===== src/rtl/timer_irq.sv =====
// rtl/timer_irq.sv - 16-bit prescaled interval timer with level IRQ (option macro: TIMER_ONESHOT_EN)
module timer_irq (
  input  logic       clk,
  input  logic       rst,
  input  logic       cs,
  input  logic       we,
  input  logic [2:0] addr,
  input  logic [7:0] din,
  output logic [7:0] dout,
  output logic       irq
);

  logic        en, ie, oneshot, tf;
  logic [7:0]  pre, pcnt, shadow, rdata;
  logic [15:0] reload, count;
  logic        wr, rd, ctrl_wr, stat_wr, pre_wr, rl_wr, rh_wr;
  logic        run, tick, timeout;

  assign wr      = cs & we;
  assign rd      = cs & ~we;
  assign ctrl_wr = wr && (addr == 3'd0);
  assign stat_wr = wr && (addr == 3'd1);
  assign pre_wr  = wr && (addr == 3'd2);
  assign rl_wr   = wr && (addr == 3'd3);
  assign rh_wr   = wr && (addr == 3'd4);

  // A CTRL write that clears EN cancels any tick falling on the same edge.
  assign run     = en & ~(ctrl_wr & ~din[0]);
  assign tick    = run && (pcnt == pre);
  assign timeout = tick && (count == 16'd0);
  assign irq     = tf & ie;

  always_comb begin
    rdata = 8'h00;
    case (addr)
      3'd0: rdata = {5'b00000, oneshot, ie, en};
      3'd1: rdata = {7'b0000000, tf};
      3'd2: rdata = pre;
      3'd3: rdata = reload[7:0];
      3'd4: rdata = reload[15:8];
      3'd5: rdata = count[7:0];
      3'd6: rdata = shadow;
      default: rdata = 8'h00;
    endcase
  end

`ifdef TIMER_ONESHOT_EN
  always_ff @(posedge clk) begin
    if (rst)
      oneshot <= 1'b0;
    else if (ctrl_wr)
      oneshot <= din[2];
  end
`else
  assign oneshot = 1'b0;
`endif

  always_ff @(posedge clk) begin
    if (rst) begin
      en     <= 1'b0;
      ie     <= 1'b0;
      tf     <= 1'b0;
      pre    <= 8'h00;
      pcnt   <= 8'h00;
      reload <= 16'h0000;
      count  <= 16'h0000;
      shadow <= 8'h00;
      dout   <= 8'h00;
    end else begin
      if (!run || tick)
        pcnt <= 8'h00;
      else
        pcnt <= pcnt + 8'd1;

      if (tick)
        count <= (count == 16'd0) ? reload : count - 16'd1;

      // Timeout set wins over a simultaneous write-1-clear.
      if (timeout)
        tf <= 1'b1;
      else if (stat_wr && din[0])
        tf <= 1'b0;

      if (ctrl_wr) begin
        en <= din[0];
        ie <= din[1];
      end else if (timeout && oneshot) begin
        en <= 1'b0;
      end

      if (pre_wr)
        pre <= din;
      if (rl_wr)
        reload[7:0] <= din;

      // Placed after the counting updates so the write wins on a tick edge.
      if (rh_wr) begin
        reload[15:8] <= din;
        count        <= {din, reload[7:0]};
        pcnt         <= 8'h00;
      end

      if (rd) begin
        dout <= rdata;
        if (addr == 3'd5)
          shadow <= count[15:8];
      end
    end
  end

endmodule


===== config.mk =====
export PLATFORM = sky130hd
export DESIGN_NAME = timer_irq
export DESIGN_NICKNAME = d
export VERILOG_FILES = /design/src/rtl/timer_irq.sv
export SDC_FILE = /design/constraint.sdc
export NUM_CORES = 1
export LEC_CHECK = 0
export ABC_CLOCK_PERIOD_IN_PS = 2150
export CAP_MARGIN = 20
export CORE_MARGIN = 2
export CORE_UTILIZATION = 42
export DETAILED_ROUTE_END_ITERATION = 7
export PLACE_DENSITY = 0.61
export SYNTH_ARGS = -nofsm -noshare
export SYNTH_HDL_FRONTEND = slang
export SYNTH_SLANG_ARGS = --single-unit

===== constraint.sdc =====
create_clock -name clk -period 2.15 [get_ports clk]
set_input_delay 0.215 -clock clk [delete_from_list [all_inputs] [get_ports clk]]
set_output_delay 0.215 -clock clk [all_outputs]
set_load 0.02 [all_outputs]

==> summary.md <==
| Metric | Value |
|---|---|
| Worst setup EP type | `register` |
| RSZ-0062 raised after global routing | `no` |
| Max-capacitance violation count | `0` |
| Syn_area_per_cell | `8.24 sq um` |
| Nets | `496` |
| Layout Cell Area excl Fill | `4310 sq um` |
| Die Span Y | `95.4 um` |
| DR WL/cell | `16.8 um` |
| GPL Wtd Cong | `0.918` |
| Starting DRT DRC Count | `202` |
| Buffers added on ports | `23` |
| Warnings from Yosys | `0` |
| Area grow syn2layout | `22.8%` |
| IO Count | `24` |
| H-tree depth | `3` |
| PwrDens | `646 nW/um^2` |
| Via count | `3312` |
| Sequential power share | `0.457` |
| Internal | `1.97 mW` |
| Root Driver | `clkbuf_8` |
| First-pass GRT wire length | `15.9 mm` |
| Seq/Total Area, Yosys | `0.382` |
| Final min period | `2.02 ns` |
| Most frequent cells in the layout | `67 x dfxtp_1, 60 x nor2_1, 48 x nand2_1, 39 x buf_4, 36 x a21oi_1` |
| Ys flop type | `dfxtp_1` |
| DRC violation count after routing | `0` |
| Num CTS Buffers | `9` |
| Fmax | `0.495 GHz` |
| Synth cell types | `54` |
| Switch share | `0.291` |
| # clock sinks | `67` |
| Die ar. | `9110 sq um` |
| Max Buffers Root-to-Sink | `2` |
| Dominant cells by area after synthesis | `dfxtp_1 38%, mux2i_1 6.8%, nor2_1 6.4%, a21oi_1 5.1%, nand2_1 5.1%` |
| Core area | `8180 sq um` |
| Worst slew margin | `0.543` |
| Gr usage total | `0.231` |
| Crit path kind | `register to register` |
| EDFF count, synth | `0` |
| Most common cell after layout, fill and taps aside | `dfxtp_1` |
| Crit path DAT | `2.27 ns` |
| Initial Util | `0.430` |
| Area occupied by multi-input gates | `2040 sq um` |
| Routed WL | `9.86 mm` |
| Vias in the first global route | `3089` |
| Fill cells | `781` |
| Drt pass-1 iters | `5` |
| Clock-pin slew on the worst setup and hold paths | `0.08 ns` |
| Min-delay worst type | `input pin to register` |
| Initial antenna violation count | `0` |
| Post-Synthesis Cell Area | `3510 sq um` |
| LEAKAGE | `1.56 nW` |
| Combinational cell fraction of total power | `0.145` |
| Mapped Nets | `444` |
| P_sw | `0.811 mW` |
| Post-Synthesis Cells | `426` |
| Async SR Flop Fraction | `0` |
| Row Count | `33` |
| Worst-margin pin slew | `0.682 ns` |
| Final worst slack | `0.131 ns` |
| Final Max Tran Viols | `0` |
| Share of the synthesized area in the top cell type | `0.382` |
| Clock Skews | `0.0115 ns` |
| VDD IR max | `322 uV` |
| CP max FO | `7` |
| Final Setup Violations | `0` |
| Clk Latency, worst-skew pair | `0.36 ns` |
| Chip width | `95.4 um` |
| Non-Filler Instances | `588` |
| Largest net degree at the start of global routing | `28` |
| Clock Power Share | `0.398` |
| Seq. cell area | `1340 sq um` |
| FF+latch count, synth | `67` |
| Post-Place Cells | `572` |
| CTS tree | `done` |
| Diode count | `0` |
| Total power draw | `2.78 mW` |
| Gr ovfl total | `0` |
| Dpl cell area | `4100 sq um` |
| Status | `finished, final reports clean` |
| Startpoint Class | `register` |
| Req. time, crit path | `2.41 ns` |
| Vias per cell | `5.63` |
| HPWL after DPL | `7.41 mm` |
| Worst slack at placement | `-0.0431 ns` |
| Fin crit share | `0.939` |
| Antenna viol nets, final | `0` |
| Final Hold Viols | `0` |
| Cell taking the most area after synthesis | `dfxtp_1` |
| Layout cells sized above 1 | `0.159` |
| Final setup TNS | `0 ns` |
==> routing by layer <==
metal | vias up | part of all wire | track usage
li1 | 1634 | - | -
met1 | 1542 | 0.44 | 0.309
met2 | 121 | 0.47 | 0.370
met3 | 15 | 0.073 | 0.0466
met4 | 0 | 0.016 | 0.0821
met5 | - | 0 | 0
==> sequential cells by signal (all words and copies together) (netlist names) <==
name,count
count,16
reload,16
dout,8
pcnt,8
pre,8
shadow,8
en,1
ie,1
tf,1
==> power groups by stage <==
stage | combinational, mW | sequential, mW | clock, mW
finish | 0.404 | 1.27 | 1.11
global route | 0.443 | 1.27 | 1.19
CTS | 0.400 | 1.27 | 1.13
detailed placement | 0.398 | 1.30 | 0
global placement | 0.396 | 1.30 | 0
floorplan | 0.260 | 1.29 | 0
==> cell usage after synthesis, types with 3 or more instances <==
cell type and instances:
dfxtp_1 67, nor2_1 60, nand2_1 48, a21oi_1 36, nand3_1 30, mux2i_1 24, o21ai_1 13, a22oi_1 11
clkbuf_1 11, xnor2_1 9, a22o_1 8, buf_2 7, a221o_1 6, a31oi_1 6, or3_1 6, xor2_1 6
a21o_1 5, inv_1 5, and3_1 4, nand2b_1 4, nand4_1 4, a211oi_2 3, and2_1 3, ha_1 3
nor3_1 3, nor3_2 3, nor3_4 3, nor4_1 3, o21ai_0 3
==> timing repair <==
item	4_1_cts	5_1_grt
setup buffers	0	0
hold buffers	0	0
gates resized for setup	0	2
setup endpoints to repair	0	4
hold endpoints to repair	0	0
==> worst max-delay path: stages, from the launching register on <==
cell,delay [ns]
dfxtp_1,0.42
xnor2_1,0.14
nand4_1,0.26
or3_4,0.52
o41ai_2,0.29
o21ai_1,0.10
a22o_1,0.19
==> metrics by stage <==
| step | hold slack, ns | utilization |
|---|---|---|
| detailed placement | 0.451 | 0.502 |
| finish | 0.269 | 0.527 |
| floorplan | 0.348 | - |
| CTS | 0.260 | 0.526 |
| global route | 0.281 | 0.527 |
| global placement | 0.443 | 0.502 |
==> final cells by class <==
cell class              count  share of cell area
inverters                   5             0.00435
clock inverters             7              0.0186
repair buffers             65               0.134
clock buffers               9              0.0287
flip-flops and latches     67               0.311
multi-input cells         330               0.473
well taps                 105              0.0305
==> cells by family (layout without fill, tap and decap cells) <==
group / count (synthesis) / after routing / share of synthesized area
AO/OA/AOI/OAI: 105 / 105 / 0.207
XOR/XNOR: 15 / 15 / 0.0374
adder cells (fa/ha/maj): 3 / 3 / 0.0107
buffers and inverters: 29 / 86 / 0.0399
flip-flops: 67 / 67 / 0.382
multiplexers: 25 / 25 / 0.0716
AND/OR/NAND/NOR: 182 / 182 / 0.251
==> path summary, 6_finish.rpt <==
check | startpoint | end | slack [ns] | cells after the start
setup / recovery | pre[1] | count[13] | 0.13 | 6
hold reg to reg | shadow[3] | shadow[3] | 0.46 | 2
hold / removal | rst | dout[5] | 0.27 | 2
setup reg to reg | pre[1] | count[13] | 0.13 | 6
Power figures use the tool's default switching activity.
